<file path="config.mk">
export PLATFORM = sky130hd
export DESIGN_NAME = uart_tx_arbiter
export DESIGN_NICKNAME = d
export VERILOG_FILES = /design/src/rtl/uart_tx_arbiter.sv
export SDC_FILE = /design/constraint.sdc
export NUM_CORES = 1
export LEC_CHECK = 0
export BUFFER_PORTS_ARGS = -buffer_cell sky130_fd_sc_hd__clkbuf_2
export CAP_MARGIN = 20
export CORE_MARGIN = 5
export CORE_UTILIZATION = 40
export DETAILED_ROUTE_END_ITERATION = 10
export PLACE_DENSITY = 0.7
export SLEW_MARGIN = 40
export SYNTH_ARGS = -nofsm -noshare
export SYNTH_HDL_FRONTEND = slang
export SYNTH_SLANG_ARGS = --single-unit
</file>
<file path="constraint.sdc">
create_clock -name mclk -period 4.9 [get_ports mclk]
set_input_delay 0.245 -clock mclk [delete_from_list [all_inputs] [get_ports mclk]]
set_output_delay 0.245 -clock mclk [all_outputs]
set_load 0.01 [all_outputs]
</file>
<file path="src/rtl/uart_tx_arbiter.sv">
// ============================================================================
// uart_tx_arbiter: round-robin arbiter sharing one byte-wide uart_tx
// Revision: 1.0
// ============================================================================
`default_nettype none

module uart_tx_arbiter #(
  parameter int N_REQ   = 4,
  parameter int MAX_LEN = 16
) (
  input  logic               mclk,
  input  logic               reset,
  input  logic [N_REQ-1:0]   req,
  input  logic [8*N_REQ-1:0] req_data,
  input  logic [N_REQ-1:0]   req_last,
  output logic [N_REQ-1:0]   ack,
  output logic [N_REQ-1:0]   grant,
  output logic [7:0]         tx_data,
  output logic               tx_strobe,
  input  logic               tx_ready,
  output logic               busy
);

  localparam int IW = (N_REQ > 1) ? $clog2(N_REQ) : 1;

  typedef enum logic [1:0] {
    IDLE    = 2'd0,
    SEND    = 2'd1,
    WAIT_LO = 2'd2,
    WAIT_HI = 2'd3
  } state_t;

  state_t           state_q, state_d;
  logic [IW-1:0]    owner_q, owner_d;
  logic [IW-1:0]    ptr_q, ptr_d;
  logic [N_REQ-1:0] grant_q, grant_d;
  logic [7:0]       data_q, data_d;
  logic             last_q, last_d;
  logic [7:0]       cnt_q, cnt_d;

  logic             win_found;
  logic [IW-1:0]    win_idx;
  logic [IW-1:0]    cand;

  // Search begins just after the last released owner, so the previous owner
  // has lowest priority next round.
  always_comb begin
    win_found = 1'b0;
    win_idx   = '0;
    cand      = '0;
    for (int k = 1; k <= N_REQ; k++) begin
      cand = IW'((int'(ptr_q) + k) % N_REQ);
      if (!win_found && req[cand]) begin
        win_found = 1'b1;
        win_idx   = cand;
      end
    end
  end

  always_comb begin
    state_d = state_q;
    owner_d = owner_q;
    ptr_d   = ptr_q;
    grant_d = grant_q;
    data_d  = data_q;
    last_d  = last_q;
    cnt_d   = cnt_q;
    case (state_q)
      IDLE: begin
        if (tx_ready && win_found) begin
          state_d = SEND;
          owner_d = win_idx;
          grant_d = {{(N_REQ-1){1'b0}}, 1'b1} << win_idx;
          data_d  = req_data[{win_idx, 3'b000} +: 8];
          last_d  = req_last[win_idx];
          cnt_d   = 8'd1;
        end
      end
      SEND: begin
        state_d = WAIT_LO;
      end
      WAIT_LO: begin
        if (!tx_ready) state_d = WAIT_HI;
      end
      WAIT_HI: begin
        if (tx_ready) begin
          if (last_q || (cnt_q == 8'(MAX_LEN)) || !req[owner_q]) begin
            state_d = IDLE;
            grant_d = '0;
            ptr_d   = owner_q;
          end else begin
            state_d = SEND;
            data_d  = req_data[{owner_q, 3'b000} +: 8];
            last_d  = req_last[owner_q];
            cnt_d   = cnt_q + 8'd1;
          end
        end
      end
      default: state_d = IDLE;
    endcase
  end

  always_ff @(posedge mclk) begin
    if (reset) begin
      state_q <= IDLE;
      owner_q <= '0;
      ptr_q   <= IW'(N_REQ - 1);
      grant_q <= '0;
      data_q  <= 8'h00;
      last_q  <= 1'b0;
      cnt_q   <= 8'd0;
    end else begin
      state_q <= state_d;
      owner_q <= owner_d;
      ptr_q   <= ptr_d;
      grant_q <= grant_d;
      data_q  <= data_d;
      last_q  <= last_d;
      cnt_q   <= cnt_d;
    end
  end

  // Strobe and ack come from SEND alone, keeping both single-cycle and owner-only.
  assign tx_strobe = (state_q == SEND);
  assign ack       = tx_strobe ? grant_q : '0;
  assign busy      = (state_q != IDLE);
  assign grant     = grant_q;
  assign tx_data   = data_q;

endmodule

`default_nettype wire

</file>
### Word level (Yosys, flattened, before mapping)

Index checks and enable logic that the tools add are counted.
W data, S select, Z words.

* flip-flop bits (word level): 27

* add/sub/neg operators: 5
* order comparisons: 6
* equal/unequal tests: 9
* shifts and indexed selects: 3
* mux-type cells: 44
* reductions and logical operators: 18

Operators with widths (count)
* $shiftx A32 B6 Y8: 2
* $mux W8: 6
* $pmux W8 S2: 2
* $lt A2 B3 Y1 const B: 6
* $mux W4: 4
* $mux W1: 15
* $bmux W1 S2: 7
* $mux W2: 7
* $ne A2 B2 Y1 const B: 5
* $add A8 B1 Y8 const B: 1
* $eq A8 B5 Y1 const B: 1
* $pmux W2 S4: 1
* $pmux W4 S2: 1
* $reduce_and A4 Y1: 2
* $reduce_and A3 Y1: 2
* $add A2 B1 Y2 const B: 2
* $add A2 B2 Y2 const B: 2
* $eq A2 B2 Y1 const B: 2
* $logic_and A1 B1 Y1: 4
* $logic_not A1 Y1: 4
* $reduce_bool A2 Y1: 2
* $shl A1 B2 Y4 const A: 1
* $eq A2 B1 Y1 const B: 1
* $logic_not A2 Y1: 1
* other kinds (3): 4

### Depth between registers and ports, before layout

* word-level depth: 17
* mapped depth: 9
* depth with buffers taken out: 8

### Worst setup path before layout

No wires, ideal clock.

* kind: register to register
* start: reg state_q[0]
* end: reg data_q[0] (netlist: tx_data[0])
* library setup time: 0.128 ns
* arrival time: 1.936 ns
* required time: 4.772 ns
* slack: 2.837 ns
* stages on the path, launching flop included: 9
* buffers on the path: 1
* period minus slack after synthesis: 2.063 ns
* cells stage by stage: dfxtp_1 > ha_1 > clkbuf_1 > inv_1 > nor2_1 > a31oi_4 > mux4_1 > mux2i_1 > nor2_1

* word-level cells in the longest chain between the ends: 3
* elaborated cells on any way between the ends: 8

RTL lines
* start, declared: line 33 `state_t state_q, state_d;`
* start signal, assigned: line 113 `state_q <= state_d;`
* $eq A2 B2 Y1 or $logic_not A2 Y1 (tied branches): line 68 `case (state_q)`
* $ne A2 B2 Y1 (no source line) or $reduce_bool A2 Y1 (tied branches)
* $reduce_and A4 Y1 (no source line)
* end signal, assigned: line 117 `data_q <= data_d;`
* end, declared: line 37 `logic [7:0] data_q, data_d;`

Parallel ways exist; a longest one is shown, timed or not.
A chain may end at the register's enable or synchronous reset.

### Worst setup path after layout

* start: reg cnt_q[0]
* end: reg cnt_q[5]

* word-level cells in the longest chain between the ends: 5
* elaborated cells on any way between the ends: 9

RTL lines
* start, declared: line 39 `logic [7:0] cnt_q, cnt_d;`
* start signal, assigned: line 119 `cnt_q <= cnt_d;`
* parallel branches: the longest is 5 deep, another holds $add A8 B1 Y8

Parallel ways; which one is timed is not known. The select of a mux whose other input is x is not followed.

==> impl_metrics.csv <==
group,metric,value,unit
cells_and_area,final_cell_mix,"60 x clkbuf_2, 27 x dfxtp_1, 24 x nor2_1, 11 x mux2i_1, 10 x inv_1",
timing,fmax,424,MHz
placed_design,dp_hpwl,3020,um
drt,first_pass_iters,4,
logic_synthesis,syn_avg_cell_area,10.0,um2
timing,rsz0062_at_grt,"false",
grt,antenna_found_initial,0,
drt,routed_wl,3780,um
run_status,status,"complete, no violations",
timing,maxSlewViolCount,0,
clock_network,cts_setup_buffers,0,
setup_path,criticalPathCategory,"reg2reg",
logic_synthesis,synth_top_area_frac,0.313,
timing,worst_pin_slew,0.757,ns
pwr,peakVddDrop,0.181,mV
pwr,switching_share,0.392,
hold_path,hp-class,"in2reg",
logic_synthesis,synthCells,172,
placed_design,gp_congestion,0.800,
timing,fin_crit_sh,0.482,
clock_network,h-tree-depth,1,
cells_and_area,syn_to_final_growth,20.8,%
clock_network,post_cts_resized,0,
clock_network,clock_path_buffers,2,
grt,first_global_vias,1347,
logic_synthesis,synth-seq-cells,27,
placed_design,place_ws,2.59,ns
clock_network,ctsHoldBuffers,0,
grt,overflow,0,
setup_path,end_kind,"flip-flop",
cells_and_area,drive_gt1_frac,0.319,
setup_path,start_kind,"flip-flop",
floorplanning,start_util,0.422,
floorplanning,die_w,75.7,um
logic_synthesis,ys_types,46,
setup_path,crit_fanout,19,
logic_synthesis,ys_async_sr_fraction,0,
pwr,p_leak,0.956,nW
placed_design,numPortBuffers,60,
timing,final.setup.worst_slack,2.54,ns
timing,setup_viol,0,
drt,drt.antenna.violating_nets,0,
logic_synthesis,yosys_warnings,0,
pwr,intPower,0.518,mW
logic_synthesis,syn_nets,221,
drt,wl_per_cell,13.6,um
drt,vias,1485,
timing,hold_viol,0,
timing,worst_slew_margin_rel,0.495,
flow_run,cap_violations,0,
pwr,power_switching,0.335,mW
timing,fin_skew,0.00417,ns
drt,avgViaCountPerCell,5.32,
floorplanning,core,4090,um2
cells_and_area,antennaDiodeCount,0,
clock_network,cts_sinks,27,
clock_network,cts_tree,"built",
logic_synthesis,syn-cell-area,1720,um2
timing,setup_tns,0,ns
clock_network,cts_made_buffers,3,
drt,drt_iter0_markers,50,
cells_and_area,final_util,0.510,
timing,finalCriticalPeriod,2.36,ns
logic_synthesis,yosys-top-cells-area,"dfxtp_1 31%, mux4_1 14%, mux2i_1 6.4%",
pwr,sequentialPowerShare,0.362,
setup_path,worst_ep_required_time,5.07,ns
drt,drcViolationCount,0,
cells_and_area,final_common_cell,"clkbuf_2",
setup_path,cp.arrival,2.53,ns
logic_synthesis,ys_seq_area_frac,0.313,
grt,grt_pass1_wl,6200,um
setup_path,ff2ff_setup_slack,2.54,ns
cells_and_area,fin_nets,279,
logic_synthesis,yosys_most_used_dff,"dfxtp_1",
floorplanning,rows,23,
pwr,p_clk_frac,0.154,
floorplanning,die_h,75.7,um
logic_synthesis,synth_largest_area_cell,"dfxtp_1",
pwr,pwr-share-comb,0.484,
grt,grt.total_usage,0.137,
floorplanning,ios,61,
timing,whs,0.403,ns
floorplanning,die_area,5720,um2
clock_network,root_buffer,"clkbuf_8",
grt,grt_max_degree,22,
pwr,cellPowerDensity,410,nW/um2
clock_network,insertion_delay,0.27,ns
logic_synthesis,synth_edf_count,0,
clock_network,clkTransAtPathRegs,0.09,ns
-- power by group through the flow --
stage / Combinational (mW) / Sequential, mW / Clock, mW
after global placement: 0.415 / 0.313 / 0
after CTS: 0.417 / 0.309 / 0.134
after global routing: 0.460 / 0.317 / 0.143
after floorplan: 0.328 / 0.323 / 0
after detailed placement: 0.416 / 0.314 / 0
final: 0.413 / 0.309 / 0.131
-- Yosys cell counts, types with 2 or more instances --
cell type / number
nand4_1: 5
a211o_1: 2
o21a_1: 2
a21oi_1: 4
nand2b_1: 6
mux2i_1: 11
dfxtp_1: 27
xor2_1: 6
nor3_1: 3
inv_1: 10
nand2_1: 6
nor2b_1: 3
ha_1: 6
o32a_2: 2
nor2_1: 24
mux4_1: 9
and2_1: 9
clkbuf_1: 3
and3_1: 2
a32o_1: 4
o21ai_0: 2
buf_2: 2
-- registers in the layout, summed over array words and instances, names as in the netlist --
register	cells
tx_data	8
last_q	1
owner_q	2
ptr_q	2
state_q	2
grant	4
cnt_q	8
-- routing by layer --
metal	vias to the layer above	share of wire	track usage
met5	-	0	0
met3	7	0.058	0.0369
met1	674	0.47	0.191
met4	0	0.012	0.0291
met2	46	0.46	0.216
li1	758	-	-
-- per-stage QoR --
stage          cell area [um2]  instances  power (mW)
6_report                  2080        279       0.853
5_1_grt                   2080        279       0.920
4_1_cts                   2080        279       0.860
3_5_place_dp              2030        275       0.730
3_3_place_gp              2030        275       0.727
2_1_floorplan             1720        172       0.651
-- cells by family (layout without fill, tap and decap cells) --
family                     count (synthesis)  in the layout  share of synthesized area
buffers and inverters                     18             75                     0.0544
adders and majority gates                  6              6                     0.0435
muxes                                     21             21                      0.214
xor gates and xnor gates                   6              6                     0.0305
and+or+nand+nor                           65             65                      0.197
DFF                                       27             27                      0.313
AOI/OAI and AO/OA                         29             29                      0.147
-- final timing paths --
kind	from	end	depth (start not counted)
setup / recovery	cnt_q[0]$_SDFFE_PP0P_	cnt_q[5]$_SDFFE_PP0P_	8
hold / removal	req_data[8]	tx_data[0]$_SDFFE_PP0P_	4
setup reg to reg	cnt_q[0]$_SDFFE_PP0P_	cnt_q[5]$_SDFFE_PP0P_	8
hold reg to reg	grant[3]$_SDFFE_PP0P_	grant[3]$_SDFFE_PP0P_	1
-- critical path, cell delays in order, from the launching register on --
cell      delay [ns]
dfxtp_1         0.37
inv_1           0.07
ha_1            0.13
or4b_4          0.45
o2111a_1        0.28
o21a_1          0.44
nand4_1         0.26
xor2_1          0.19
nor2_1          0.05
-- final cells by class --
cell class | count | area (um2)
Sequential cell | 27 | 541
Fill cell | 401 | 2000
Timing Repair Buffer | 60 | 300
Tap cell | 50 | 62.6
Multi-Input combinational cell | 127 | 1090
Clock buffer | 3 | 41.3
Clock inverter | 1 | 7.51
Inverter | 11 | 41.3
Note: power is estimated with default switching activity, not from simulation.
